<file path="src/rtl/carfield_apb_periph_decoder.sv">
// carfield_apb_periph_decoder
// Registered APB demultiplexer for the Carfield peripheral window.
// It routes to CAN, the system timer, the advanced timer, the watchdog and the
// HyperBus config port.
//
// Each upstream setup phase is latched and decoded. The transfer is then
// re-issued downstream with a clean setup/access sequence, and the response is
// returned upstream for one cycle. Unmapped addresses and downstream stalls
// beyond TimeoutCycles access cycles produce an upstream error. The first such
// error is kept in a sticky log until err_clr_i.
//
// Ports:
//   clk_i, rst_i            clock, asynchronous active-high reset
//   s_*                     upstream APB completer port
//   m_psel_o                one-hot downstream select (index = peripheral)
//   m_penable_o, m_pwrite_o, m_paddr_o, m_pwdata_o, m_pstrb_o, m_pprot_o
//                           shared registered downstream request
//   m_pready_i, m_pslverr_i, m_prdata_i
//                           per-peripheral responses
//   err_clr_i               clears the sticky error log
//   err_valid_o, err_timeout_o, err_addr_o
//                           sticky error log (first error only)
module carfield_apb_periph_decoder #(
    parameter bit          CanEnable     = 1'b1,
    parameter int          NumSlv        = 5,
    parameter int          AddrWidth     = 32,
    parameter int          DataWidth     = 32,
    // Packed arrays: the rightmost element is index 0 (CAN).
    parameter logic [NumSlv-1:0][AddrWidth-1:0] SlvBase = {
        32'h2000_8000, 32'h2000_7000, 32'h2000_5000, 32'h2000_4000, 32'h2000_1000},
    parameter logic [NumSlv-1:0][AddrWidth-1:0] SlvSize = {NumSlv{32'h0000_1000}},
    parameter int          TimeoutCycles = 256
) (
    input  logic                               clk_i,
    input  logic                               rst_i,
    input  logic [AddrWidth-1:0]               s_paddr_i,
    input  logic                               s_psel_i,
    input  logic                               s_penable_i,
    input  logic                               s_pwrite_i,
    input  logic [DataWidth-1:0]               s_pwdata_i,
    input  logic [DataWidth/8-1:0]             s_pstrb_i,
    input  logic [2:0]                         s_pprot_i,
    output logic                               s_pready_o,
    output logic                               s_pslverr_o,
    output logic [DataWidth-1:0]               s_prdata_o,
    output logic [NumSlv-1:0]                  m_psel_o,
    output logic                               m_penable_o,
    output logic                               m_pwrite_o,
    output logic [AddrWidth-1:0]               m_paddr_o,
    output logic [DataWidth-1:0]               m_pwdata_o,
    output logic [DataWidth/8-1:0]             m_pstrb_o,
    output logic [2:0]                         m_pprot_o,
    input  logic [NumSlv-1:0]                  m_pready_i,
    input  logic [NumSlv-1:0]                  m_pslverr_i,
    input  logic [NumSlv-1:0][DataWidth-1:0]   m_prdata_i,
    input  logic                               err_clr_i,
    output logic                               err_valid_o,
    output logic                               err_timeout_o,
    output logic [AddrWidth-1:0]               err_addr_o
);

    localparam int IdxWidth = (NumSlv > 1) ? $clog2(NumSlv) : 1;
    localparam int CntWidth = $clog2(TimeoutCycles);

    typedef enum logic [2:0] {
        IDLE      = 3'd0,
        DN_SETUP  = 3'd1,
        DN_ACCESS = 3'd2,
        RESP      = 3'd3,
        ERR       = 3'd4
    } state_e;

    // Address decode: returns {hit, index}. The lowest matching index wins.
    // The compare is done one bit wider so base+size cannot wrap.
    function automatic logic [IdxWidth:0] decode(input logic [AddrWidth-1:0] addr);
        logic                hit;
        logic [IdxWidth-1:0] idx;
        hit = 1'b0;
        idx = '0;
        for (int i = 0; i < NumSlv; i++) begin
            if (!hit && (i != 0 || CanEnable) &&
                ({1'b0, addr} >= {1'b0, SlvBase[i]}) &&
                ({1'b0, addr} <  ({1'b0, SlvBase[i]} + {1'b0, SlvSize[i]}))) begin
                hit = 1'b1;
                idx = IdxWidth'(i);
            end
        end
        return {hit, idx};
    endfunction

    state_e                 state_q, state_d;
    logic [IdxWidth-1:0]    idx_q, idx_d;
    logic [CntWidth-1:0]    cnt_q, cnt_d;
    logic [AddrWidth-1:0]   addr_q, addr_d;
    logic [DataWidth-1:0]   wdata_q, wdata_d;
    logic [DataWidth/8-1:0] strb_q, strb_d;
    logic [2:0]             prot_q, prot_d;
    logic                   write_q, write_d;

    logic [NumSlv-1:0]      m_psel_q, m_psel_d;
    logic                   m_penable_q, m_penable_d;
    logic                   s_pready_q, s_pready_d;
    logic                   s_pslverr_q, s_pslverr_d;
    logic [DataWidth-1:0]   s_prdata_q, s_prdata_d;
    logic                   err_valid_q, err_valid_d;
    logic                   err_timeout_q, err_timeout_d;
    logic [AddrWidth-1:0]   err_addr_q, err_addr_d;

    logic [IdxWidth:0]      dec_s;
    logic                   timeout_s;

    assign dec_s = decode(s_paddr_i);

    // Next-state logic, request latching and access-phase timeout counter.
    always_comb begin
        state_d   = state_q;
        idx_d     = idx_q;
        cnt_d     = cnt_q;
        addr_d    = addr_q;
        wdata_d   = wdata_q;
        strb_d    = strb_q;
        prot_d    = prot_q;
        write_d   = write_q;
        timeout_s = 1'b0;
        case (state_q)
            IDLE: begin
                if (s_psel_i && !s_penable_i) begin
                    addr_d  = s_paddr_i;
                    wdata_d = s_pwdata_i;
                    strb_d  = s_pstrb_i;
                    prot_d  = s_pprot_i;
                    write_d = s_pwrite_i;
                    if (dec_s[IdxWidth]) begin
                        idx_d   = dec_s[IdxWidth-1:0];
                        state_d = DN_SETUP;
                    end else begin
                        state_d = ERR;
                    end
                end else begin
                    state_d = IDLE;
                end
            end
            DN_SETUP: begin
                cnt_d   = '0;
                state_d = DN_ACCESS;
            end
            DN_ACCESS: begin
                if (m_pready_i[idx_q]) begin
                    cnt_d   = '0;
                    state_d = RESP;
                end else if (cnt_q == CntWidth'(TimeoutCycles - 1)) begin
                    // The counter value marks the last allowed access cycle.
                    cnt_d     = '0;
                    timeout_s = 1'b1;
                    state_d   = ERR;
                end else begin
                    cnt_d = cnt_q + {{(CntWidth-1){1'b0}}, 1'b1};
                end
            end
            RESP: begin
                cnt_d   = '0;
                state_d = IDLE;
            end
            ERR: begin
                state_d = IDLE;
            end
            default: begin
                cnt_d   = '0;
                state_d = IDLE;
            end
        endcase
    end

    // Output values computed from the next state so every output is a flop.
    always_comb begin
        m_psel_d      = '0;
        m_penable_d   = 1'b0;
        s_pready_d    = 1'b0;
        s_pslverr_d   = 1'b0;
        s_prdata_d    = '0;
        err_valid_d   = err_valid_q;
        err_timeout_d = err_timeout_q;
        err_addr_d    = err_addr_q;
        if (state_d == DN_SETUP || state_d == DN_ACCESS) begin
            m_psel_d    = {{(NumSlv-1){1'b0}}, 1'b1} << idx_d;
            m_penable_d = (state_d == DN_ACCESS);
        end else if (state_d == RESP) begin
            s_pready_d  = 1'b1;
            s_pslverr_d = m_pslverr_i[idx_q];
            s_prdata_d  = write_q ? '0 : m_prdata_i[idx_q];
        end else if (state_d == ERR) begin
            s_pready_d  = 1'b1;
            s_pslverr_d = 1'b1;
        end else begin
            m_psel_d = '0;
        end
        // Only the first error is logged. A clear in the same cycle as a new
        // error lets the new error through.
        if (state_d == ERR && (!err_valid_q || err_clr_i)) begin
            err_valid_d   = 1'b1;
            err_timeout_d = timeout_s;
            err_addr_d    = addr_d;
        end else if (err_clr_i) begin
            err_valid_d   = 1'b0;
            err_timeout_d = 1'b0;
            err_addr_d    = '0;
        end else begin
            err_valid_d = err_valid_q;
        end
    end

    // FSM state, latched request and timeout counter.
    always_ff @(posedge clk_i or posedge rst_i) begin
        if (rst_i) begin
            state_q <= IDLE;
            idx_q   <= '0;
            cnt_q   <= '0;
            addr_q  <= '0;
            wdata_q <= '0;
            strb_q  <= '0;
            prot_q  <= '0;
            write_q <= 1'b0;
        end else begin
            state_q <= state_d;
            idx_q   <= idx_d;
            cnt_q   <= cnt_d;
            addr_q  <= addr_d;
            wdata_q <= wdata_d;
            strb_q  <= strb_d;
            prot_q  <= prot_d;
            write_q <= write_d;
        end
    end

    // Registered upstream response, downstream controls and error log.
    always_ff @(posedge clk_i or posedge rst_i) begin
        if (rst_i) begin
            m_psel_q      <= '0;
            m_penable_q   <= 1'b0;
            s_pready_q    <= 1'b0;
            s_pslverr_q   <= 1'b0;
            s_prdata_q    <= '0;
            err_valid_q   <= 1'b0;
            err_timeout_q <= 1'b0;
            err_addr_q    <= '0;
        end else begin
            m_psel_q      <= m_psel_d;
            m_penable_q   <= m_penable_d;
            s_pready_q    <= s_pready_d;
            s_pslverr_q   <= s_pslverr_d;
            s_prdata_q    <= s_prdata_d;
            err_valid_q   <= err_valid_d;
            err_timeout_q <= err_timeout_d;
            err_addr_q    <= err_addr_d;
        end
    end

    assign s_pready_o    = s_pready_q;
    assign s_pslverr_o   = s_pslverr_q;
    assign s_prdata_o    = s_prdata_q;
    assign m_psel_o      = m_psel_q;
    assign m_penable_o   = m_penable_q;
    assign m_pwrite_o    = write_q;
    assign m_paddr_o     = addr_q;
    assign m_pwdata_o    = wdata_q;
    assign m_pstrb_o     = strb_q;
    assign m_pprot_o     = prot_q;
    assign err_valid_o   = err_valid_q;
    assign err_timeout_o = err_timeout_q;
    assign err_addr_o    = err_addr_q;

endmodule

</file>
<file path="config.mk">
export PLATFORM = sky130hd
export DESIGN_NAME = carfield_apb_periph_decoder
export DESIGN_NICKNAME = d
export VERILOG_FILES = /design/src/rtl/carfield_apb_periph_decoder.sv
export SDC_FILE = /design/constraint.sdc
export NUM_CORES = 1
export LEC_CHECK = 0
export BUFFER_PORTS_ARGS = -buffer_cell sky130_fd_sc_hd__buf_2
export CAP_MARGIN = 20
export CORE_MARGIN = 5
export CORE_UTILIZATION = 24
export DETAILED_ROUTE_END_ITERATION = 16
export PLACE_DENSITY = 0.5
export SLEW_MARGIN = 15
export SYNTH_ARGS = -nofsm -noshare
export SYNTH_HDL_FRONTEND = slang
export SYNTH_SLANG_ARGS = --single-unit
</file>
<file path="constraint.sdc">
create_clock -name clk_i -period 12.55 [get_ports clk_i]
set_clock_uncertainty 0.05 [all_clocks]
set_input_delay 2.51 -clock clk_i [delete_from_list [all_inputs] [get_ports clk_i]]
set_output_delay 2.51 -clock clk_i [all_outputs]
set_load 0.03 [all_outputs]
</file>
==> metrics list <==
* EDFF count, synth: 0
- F_max: 229 MHz
- Run status: completed
* Type of the most critical hold path: flop to flop
- RSZ-0062 raised after global routing: false
- Overall power: 2190 µW
* Standard cell with the maximum stage delay on the critical path: sky130_fd_sc_hd__buf_4
* Wire length of the first global-routing pass: 42.4 mm
* Clock tree from TritonCTS: built
- Hold repair after CTS inserted 0 buffers.
* Worst slew slack as a fraction of its limit: 33.4%
- Routability-driven placement congestion ratio: 0.817
- For this run, the number of standard cells in the final layout without fillers is 1423.
- Vias: 6427
* Critical path's top delay family: buffers and inverters
- Cell internal power was estimated by the tool at 1240 µW.
* Power Dens Cells: 211 nW/µm²
- Number of levels the H-tree was split into: 4
- Clock insertion delay at the later pin of the skew report: 420 ps
- Placed cell count: 1390
- For this design the static power due to leakage is 0.00533 µW.
* Number of register bits inferred by synthesis: 160
* IR drop worst, VDD: 0.117 mV
* Maximum net fanout on the critical path: 79
- Post-CTS Setup Bufs: 0
- Async S/R FF share, synth: 100%
- Combinational logic is responsible for 41.3% of the overall power.
- Commonest non-fill, non-tap cell in the layout: sky130_fd_sc_hd__buf_2
* Actual transition at the worst max-transition pin: 999 ps
- Site Rows: 64
* Initial DRC Count: 330
- The region available for standard cell placement spans 30700 µm².
- Post-Synthesis Net Count: 881
- Buffers inserted during clock tree synthesis total 17.
- Synthesis produced a netlist whose cell count is 633.
* Clk sinks: 160
- Endpoint kind of the worst setup timing path: flop
* Buffer depth of the longest clock path: 2
* Congestion Overflow GR: 0
- For this configuration, the core starts out at a cell density of 24.4%.
* Height of the die: 187 µm
- The floorplan step set the die width to 187 µm.
- Entering global routing, the biggest net connects 105 pins.
* CTS Root Buffer Type: sky130_fd_sc_hd__clkbuf_16
- The final critical path takes up 34.8% of the cycle.
- DRC violation count after routing: 0
- First-pass DRT Iterations: 4
- In the routed layout, each cell is associated on average with a via count of 4.52.
* Hpwl dp: 20.4 mm
* Die area: 34800 µm²
* Net Sw Frac: 43.5%
- Flop pwr share: 35.3%
- The setup path with the least slack is of type primary input to flop.
- Period minus WS final: 4370 ps
- Share of final-layout standard cells stronger than drive strength 1: 53.0%
- Number of nets in the final layout: 1262
- Final hold vios: 0
- Data arrival, critical path: 4580 ps
* Clock transition at the register clock pins on the worst setup and hold paths after CTS: 60 ps
* Routed wire length: 27.2 mm
- The worst setup path is launched from a primary input.
- Once layout is complete, the utilization of the core stands at 33.9%.
- The count of buffers added on input and output ports is 392.
- The largest single stage delay on the critical path is 690 ps.
- Fraction of the yosys area taken by sequential cells: 53.5%
- Global routing used 15.3% of the available tracks across all layers.
- The cell area that synthesis handed to floorplanning was 7480 µm².
* Setup tns final: 0 ps
* Final-report max-slew violation count: 0
- Primary flip-flop cell chosen by synthesis mapping: sky130_fd_sc_hd__dfrtp_1
- The synthesized netlist contains 52 unique library cells.
- The signal on the critical path passes through buf_2 > nor2_1 > nand3_4 > buf_4 > a21oi_1 > a21oi_4 > buf_4 > o21ai_0.
* Max-cap check violation count: 0
- The critical path contains buffers and inverters numbering 3 combined.
- The number of antenna violations at the first check in global routing is 2.
- Setup violations remaining at the end of the flow were counted as 0.
- The area growth from synthesis to layout is 39.0%.
* # resized after CTS: 0
* WL/cell: 19.1 µm
- Switching component of the power: 952 µW
- ANT nets after route: 0
- The clock network burns 23.4% of the power.
- During I/O placement, the number of pins put on the boundary was 393.
* Most numerous cell on the critical path: sky130_fd_sc_hd__buf_4
- Post-Syn Area per Cell: 11.8 µm²
- Leaving out fill and tap cells, the most frequent cells in the layout are sky130_fd_sc_hd__buf_2, sky130_fd_sc_hd__nand2_1, sky130_fd_sc_hd__dfrtp_1.
- For this run, the number of Yosys warnings is 0.
- For the worst setup path, the data required time is 12770 ps.
* Vias in the first global route: 7007
==> stage by stage <==
step | area, µm² | setup WS (ps) | hold WS [ps]
2_1_floorplan | 7480 | 5670 | 435
3_3_place_gp | 9820 | 7750 | 404
3_5_place_dp | 9820 | 7690 | 407
4_1_cts | 10400 | 8130 | 425
5_1_grt | 10400 | 7980 | 450
6_report | 10400 | 8180 | 419
==> logic make-up (layout without fill, tap and decap cells) <==
kind of cell,Yosys count,after routing,share of synthesized area (%)
AO/OA/AOI/OAI,98,98,12.6
XOR/XNOR,3,3,0.351
adder cells (fa/ha/maj),1,1,0.167
buffers and inverters,49,440,3.40
flip-flops,160,160,53.5
multiplexers,68,68,15.2
other,0,3,0
AND/OR/NAND/NOR,254,254,14.8
==> area by class of cell <==
cell class                 instances  area [µm²]
timing repair buffer             404        2070
multi-input combinational        424        3240
fill                            3214       20300
clock inverter                    11         108
tap                              396         495
sequential                       160        4010
antenna                            3        7.51
inverter                           7        31.3
clock buffer                      18         439
==> final timing paths <==
path | startpoint | endpoint | slack, ps | cells after the start
max in group asynchronous | rst_i | m_paddr_o[30] | 8940 | 4
hold reg to reg | m_pwdata_o[7] | m_pwdata_o[7] | 420 | 2
hold / removal | m_pwdata_o[7] | m_pwdata_o[7] | 420 | 2
setup / recovery | s_penable_i | s_pslverr_o | 8180 | 8
min in group asynchronous | rst_i | m_pwdata_o[26] | 2060 | 2
setup reg to reg | state_q[0] | err_addr_o[0] | 9670 | 7
==> sequential cells by signal, indices dropped and copies added (netlist names), 3 cells and up <==
| name | count |
|---|---|
| err_addr_o | 32 |
| m_paddr_o | 32 |
| m_pwdata_o | 32 |
| s_prdata_o | 32 |
| cnt_q | 8 |
| m_psel_o | 5 |
| m_pstrb_o | 4 |
| idx_q | 3 |
| m_pprot_o | 3 |
| state_q | 3 |
==> metal layers <==
metal / track usage [%] / up-vias / routed length (µm)
li1: - / 3008 / -
met1: 18.2 / 3157 / 10900
met2: 27.1 / 246 / 13900
met3: 5.06 / 14 / 2070
met4: 3.50 / 2 / 326
met5: 0 / - / 7
==> power by group through the flow <==
stage,Sequential (µW),Combinational [µW],Clock [µW]
floorplan,1100,287,0
global placement,783,916,0
detailed placement,780,920,0
CTS,774,923,535
global route,795,979,557
finish,772,904,512
==> cells in the mapped netlist, types with 2 or more instances <==
cell                        count  area [µm²]
sky130_fd_sc_hd__mux2_2        32         360
sky130_fd_sc_hd__inv_1          5        18.8
sky130_fd_sc_hd__a211oi_1       2        15.0
sky130_fd_sc_hd__nand2_1      166         623
sky130_fd_sc_hd__buf_6          6        67.6
sky130_fd_sc_hd__nand2b_1       6        37.5
sky130_fd_sc_hd__nand4_1        3        18.8
sky130_fd_sc_hd__o2bb2ai_1      6        52.6
sky130_fd_sc_hd__buf_4          3        22.5
sky130_fd_sc_hd__a21oi_1        7        35.0
sky130_fd_sc_hd__nor4b_2        2        30.0
sky130_fd_sc_hd__buf_2         11        55.1
sky130_fd_sc_hd__and3_1         3        18.8
sky130_fd_sc_hd__nor4_2         3        37.5
sky130_fd_sc_hd__mux2_1         2        22.5
sky130_fd_sc_hd__nor2_1        44         165
sky130_fd_sc_hd__o2bb2ai_2     26         390
sky130_fd_sc_hd__mux4_2        33         743
sky130_fd_sc_hd__o21ai_0       13        65.1
sky130_fd_sc_hd__xor2_1         2        17.5
sky130_fd_sc_hd__buf_1          5        18.8
sky130_fd_sc_hd__nand3_1        8        40.0
sky130_fd_sc_hd__clkbuf_1      17        63.8
sky130_fd_sc_hd__nor3_1         6        30.0
sky130_fd_sc_hd__dfrtp_1      160        4000
sky130_fd_sc_hd__a22oi_1       33         248
sky130_fd_sc_hd__nor2b_1        4        25.0
==> worst min-delay path, delay by kind of cell (launching register included) <==
family	cells	cell delay [ps]
flops	1	340
simple gates	2	100
(Power assumes the default switching activity.)
